--- config.mk ---
export PLATFORM = sky130hd
export DESIGN_NAME = pe_code_decoder
export DESIGN_NICKNAME = d
export VERILOG_FILES = /design/src/rtl/pe_pkg.sv /design/src/rtl/pe_hold_counter.sv /design/src/rtl/pe_code_decoder.sv
export SDC_FILE = /design/constraint.sdc
export NUM_CORES = 1
export LEC_CHECK = 0
export ABC_AREA = 1
export BUFFER_PORTS_ARGS = -buffer_cell sky130_fd_sc_hd__buf_2
export CORE_MARGIN = 2
export CORE_UTILIZATION = 45
export DETAILED_ROUTE_END_ITERATION = 7
export HOLD_SLACK_MARGIN = 0.1
export PLACE_DENSITY_LB_ADDON = 0.25
export RECOVER_POWER = 100
export SLEW_MARGIN = 20
export SYNTH_ARGS = -nofsm -noshare
export SYNTH_HDL_FRONTEND = slang
export SYNTH_SLANG_ARGS = --single-unit
--- constraint.sdc ---
create_clock -name clk -period 1.9 [get_ports clk]
set_input_delay 0.19 -clock clk [delete_from_list [all_inputs] [get_ports clk]]
set_output_delay 0.19 -clock clk [all_outputs]
set_load 0.02 [all_outputs]
--- src/rtl/pe_pkg.sv ---
// Shared types and helpers for the priority-encoder unit.
// Holds the decoder FSM state enum, line count and the code-to-line mapping,
// which the encoder bench also uses as its reference.
package pe_pkg;

    localparam int unsigned PE_LINES  = 8;
    localparam int unsigned PE_CODE_W = 3;

    typedef enum logic [1:0] {
        IDLE = 2'd0,
        HOLD = 2'd1,
        GAP  = 2'd2
    } state_t;

    // Code 0 selects the top line (7) and code 7 selects line 0.
    function automatic logic [PE_LINES-1:0] code_to_line(input logic [PE_CODE_W-1:0] code);
        logic [PE_LINES-1:0] line;
        line = '0;
        line[3'd7 - code] = 1'b1;
        return line;
    endfunction

endpackage

--- src/rtl/pe_hold_counter.sv ---
// Loadable down-counter that times the strobe hold period.
// Ports: clk, rst_n (async active-low clear), load_i/load_val_i (parallel load),
//        dec_i (decrement, saturating at zero), zero_o (count is zero).
module pe_hold_counter #(
    parameter int unsigned CNT_W = 3
) (
    input  logic             clk,
    input  logic             rst_n,
    input  logic             load_i,
    input  logic [CNT_W-1:0] load_val_i,
    input  logic             dec_i,
    output logic             zero_o
);

    logic [CNT_W-1:0] cnt_q;
    logic [CNT_W-1:0] cnt_d;

    // Load has priority over decrement; decrement never wraps below zero.
    always_comb begin
        cnt_d = cnt_q;
        if (load_i) begin
            cnt_d = load_val_i;
        end else if (dec_i && (cnt_q != '0)) begin
            cnt_d = cnt_q - CNT_W'(1);
        end
    end

    always_ff @(posedge clk or negedge rst_n) begin
        if (!rst_n) begin
            cnt_q <= '0;
        end else begin
            cnt_q <= cnt_d;
        end
    end

    assign zero_o = (cnt_q == '0);

endmodule

--- src/rtl/pe_code_decoder.sv ---
// Sequential 3-to-8 decoder: turns an accepted encoder code back into a
// one-hot line strobe held for HOLD_CYCLES cycles, followed by a one-cycle gap.
// Ports: clk, rst_n (async active-low), en (enable / abort), valid + code
//        (request), ready (accept possible, combinational), y (registered
//        one-hot strobe), busy (strobe or gap active), done (normal-completion pulse).
module pe_code_decoder
    import pe_pkg::*;
#(
    parameter int unsigned HOLD_CYCLES = 4,
    parameter int unsigned CNT_W       = $clog2(HOLD_CYCLES + 1)
) (
    input  logic                 clk,
    input  logic                 rst_n,
    input  logic                 en,
    input  logic                 valid,
    input  logic [PE_CODE_W-1:0] code,
    output logic                 ready,
    output logic [PE_LINES-1:0]  y,
    output logic                 busy,
    output logic                 done
);

    localparam logic [CNT_W-1:0] HOLD_LOAD = CNT_W'(HOLD_CYCLES - 1);

    state_t              state_q, state_d;
    logic [PE_LINES-1:0] y_q, y_d;
    logic                done_q, done_d;
    logic                cnt_load;
    logic                cnt_dec;
    logic                cnt_zero;

    pe_hold_counter #(
        .CNT_W (CNT_W)
    ) u_hold_counter (
        .clk        (clk),
        .rst_n      (rst_n),
        .load_i     (cnt_load),
        .load_val_i (HOLD_LOAD),
        .dec_i      (cnt_dec),
        .zero_o     (cnt_zero)
    );

    // Next-state and registered-output logic. An en drop in HOLD wins over
    // the final count, so an abort never produces done.
    always_comb begin
        state_d  = state_q;
        y_d      = y_q;
        done_d   = 1'b0;
        cnt_load = 1'b0;
        cnt_dec  = 1'b0;
        unique case (state_q)
            IDLE: begin
                if (valid && en) begin
                    y_d      = code_to_line(code);
                    cnt_load = 1'b1;
                    state_d  = HOLD;
                end
            end
            HOLD: begin
                if (!en) begin
                    y_d     = '0;
                    state_d = GAP;
                end else if (cnt_zero) begin
                    y_d     = '0;
                    done_d  = 1'b1;
                    state_d = GAP;
                end else begin
                    cnt_dec = 1'b1;
                end
            end
            GAP: begin
                y_d     = '0;
                state_d = IDLE;
            end
            default: begin
                y_d     = '0;
                state_d = IDLE;
            end
        endcase
    end

    always_ff @(posedge clk or negedge rst_n) begin
        if (!rst_n) begin
            state_q <= IDLE;
            y_q     <= '0;
            done_q  <= 1'b0;
        end else begin
            state_q <= state_d;
            y_q     <= y_d;
            done_q  <= done_d;
        end
    end

    assign ready = en && (state_q == IDLE);
    assign busy  = (state_q != IDLE);
    assign y     = y_q;
    assign done  = done_q;

endmodule

==> results.toml <==
[synth]
synth_ff_type = "dfrtp_1"
ys_ff_latch = 14
yosysTopAreaCellShare_pct = 52.0
ys_types = 12
synth_seq_area_share_pct = 52.0
synth-edff-count = 0
synth_top_area_cell = "dfrtp_1"
ys.warnings.count = 0
ys_top_cells_by_area = "dfrtp_1 52%, nand2_1 16%, nand3_1 8.2%, inv_1 5.6%, nor2_1 3.9%"
synthTopCellsByCount = "28 x nand2_1, 14 x dfrtp_1, 11 x nand3_1"
synth_most_common_cell = "nand2_1"
synth_area_um2 = 673
synth.net_count = 91
ys_async_sr_fraction_pct = 100
avgSynthCellArea_um2 = 8.21
synthCells = 82

[setup_path]
worst_setup_path_start_kind = "register"
r2r_start = "u_hold_counter.cnt_q[0]"
worst-r2r-cell-count = 8
cp_data_required_time_ps = 1710
critPathKind = "register to output port"
worstPathMaxFanout = 4
cp-end-kind = "output port"
crit_arrival_ps = 1370
crit_start = "state_q[1]"

[clock_network]
postCtsResizedCells = 0
cts.clk_slew.worst_paths_ps = 70
h-tree-depth = 1
cts_root_buf = "clkbuf_4"
max-clock-path-buffers = 2
postCtsSetupBuffers = 0
cts_made_buffers = 3
cts.sinks = 14
clock_latency_ps = 270
postCtsHoldBufs = 1
cts_tree = "done"

[final_layout]
fin_nets = 114
syn_to_final_growth_pct = 16.7
seq_area_um2 = 350
multiInputGateArea_um2 = 264
fin_util_pct = 58.2
diodes = 0
design_area_um2 = 786
fill_cells = 144
drive_gt1_share_pct = 15.5
fin_cells = 118

[status]
outcome = "complete, no violations"

[placed_design]
dpl.hpwl_um = 965
gp_congestion = 0.811
dp_cells = 114
dpl-instance-area_um2 = 777
io_buffers = 17

[floorplan]
num_rows = 13
ioPinCount = 18
core_region_area_um2 = 1350
die-area_um2 = 1820
die_y_um = 42.7
fp.dieW_um = 42.7
initial_core_util_pct = 49.9

[sta]
finalSetupViolCount = 0
worstMarginPinSlew_ps = 718
fin_worst_skew_ps = 2.46
slew_violations = 0
period_share_pct = 82.0
period_minus_slack_ps = 1560
setup_tns_ps = 0
rsz0062_at_grt = "false"
maxSlewHeadroom_pct = 52.1
clock.fmax_mhz = 642
hold_viol_final = 0

[detailed_routing]
wl_mm = 1.19
drc_errors = 0
vias = 570
drtPass1Iterations = 4
vias_per_cell = 4.83
drt_iter0_drc = 13
postRouteAntennaNets = 0
routedWlPerCell_um = 10.1

[pwr]
ir_drop_mv = 0.640
power_density_nw_per_um2 = 978
p_leak_uw = 0.000467

[global_routing]
grt_max_degree = 15
grt_pass1_wl_mm = 1.96
grt.overflow.total = 0
grtUsageTotal_pct = 14.6
antenna_found_initial = 0
grt_pass1_vias = 477

[min_path]
hold_class = "input port to register"
worstHoldStart = "en"
holdPathStages = 3

[job]
drv_cap = 0
[sequential cells by signal (all words and copies together), names as in the netlist]
name,count
state_q,2
done,1
y,8
u_hold_counter.cnt_q,3
[worst paths after layout]
path,to,slack (ps)
min reg2reg,y[2],480
max in group asynchronous,y[2],960
min in group asynchronous,state_q[0],490
max,ready,340
max reg2reg,y[0],390
min,done,170
[stage by stage]
step / hold slack [ps] / total power, µW / setup WS, ps
floorplan: -106 / 566 / 633
global placement: 93.8 / 632 / 583
detailed placement: 93.8 / 640 / 538
CTS: 166 / 795 / 486
global route: 182 / 823 / 256
finish: 172 / 769 / 342
[layer usage]
layer | part of all wire (%) | vias to the layer above | track usage (%)
met5 | 0 | - | 0
met4 | 0.84 | 0 | 1.88
met3 | 5.5 | 2 | 7.66
met2 | 48 | 13 | 23.6
met1 | 46 | 263 | 17.8
li1 | - | 292 | -
[layout by cell type, fill, tap and decap left out]
master,count
buf_2,6
clkbuf_1,11
clkbuf_4,3
dfrtp_1,14
dlygate4sd3_1,1
ha_1,2
inv_1,10
inv_2,3
nand2_1,28
nand2_2,1
nand2_4,2
nand3_1,11
nor2_1,9
nor2_4,1
o21ai_0,1
[logic make-up after synthesis]
kind of cell             share of synthesized area (%)
AO/OA/AOI/OAI                                    0.743
adder cells (fa/ha/maj)                           3.72
flip-flops                                        52.0
AND/OR/NAND/NOR                                   36.2
buffers and inverters                             7.25
[critical path, cell delays in order, from the launching register on]
cell and delay [ps]:
dfrtp_1 410, nor2_1 260, inv_1 90, nor2_1 100, clkbuf_1 230
[cell type report]
class,instances,share of cell area [%]
Inverter,13,6.21
Tap cell,15,2.39
Multi-Input combinational cell,55,33.6
Clock buffer,3,2.87
Timing Repair Buffer,18,10.4
Sequential cell,14,44.6
[power by group]
part           internal [µW]  switching (µW)
combinational           78.6             172
clock                   73.2            76.2
sequential               345            23.5
total                    497             272
No activity file was read; power rests on OpenSTA's default activity.
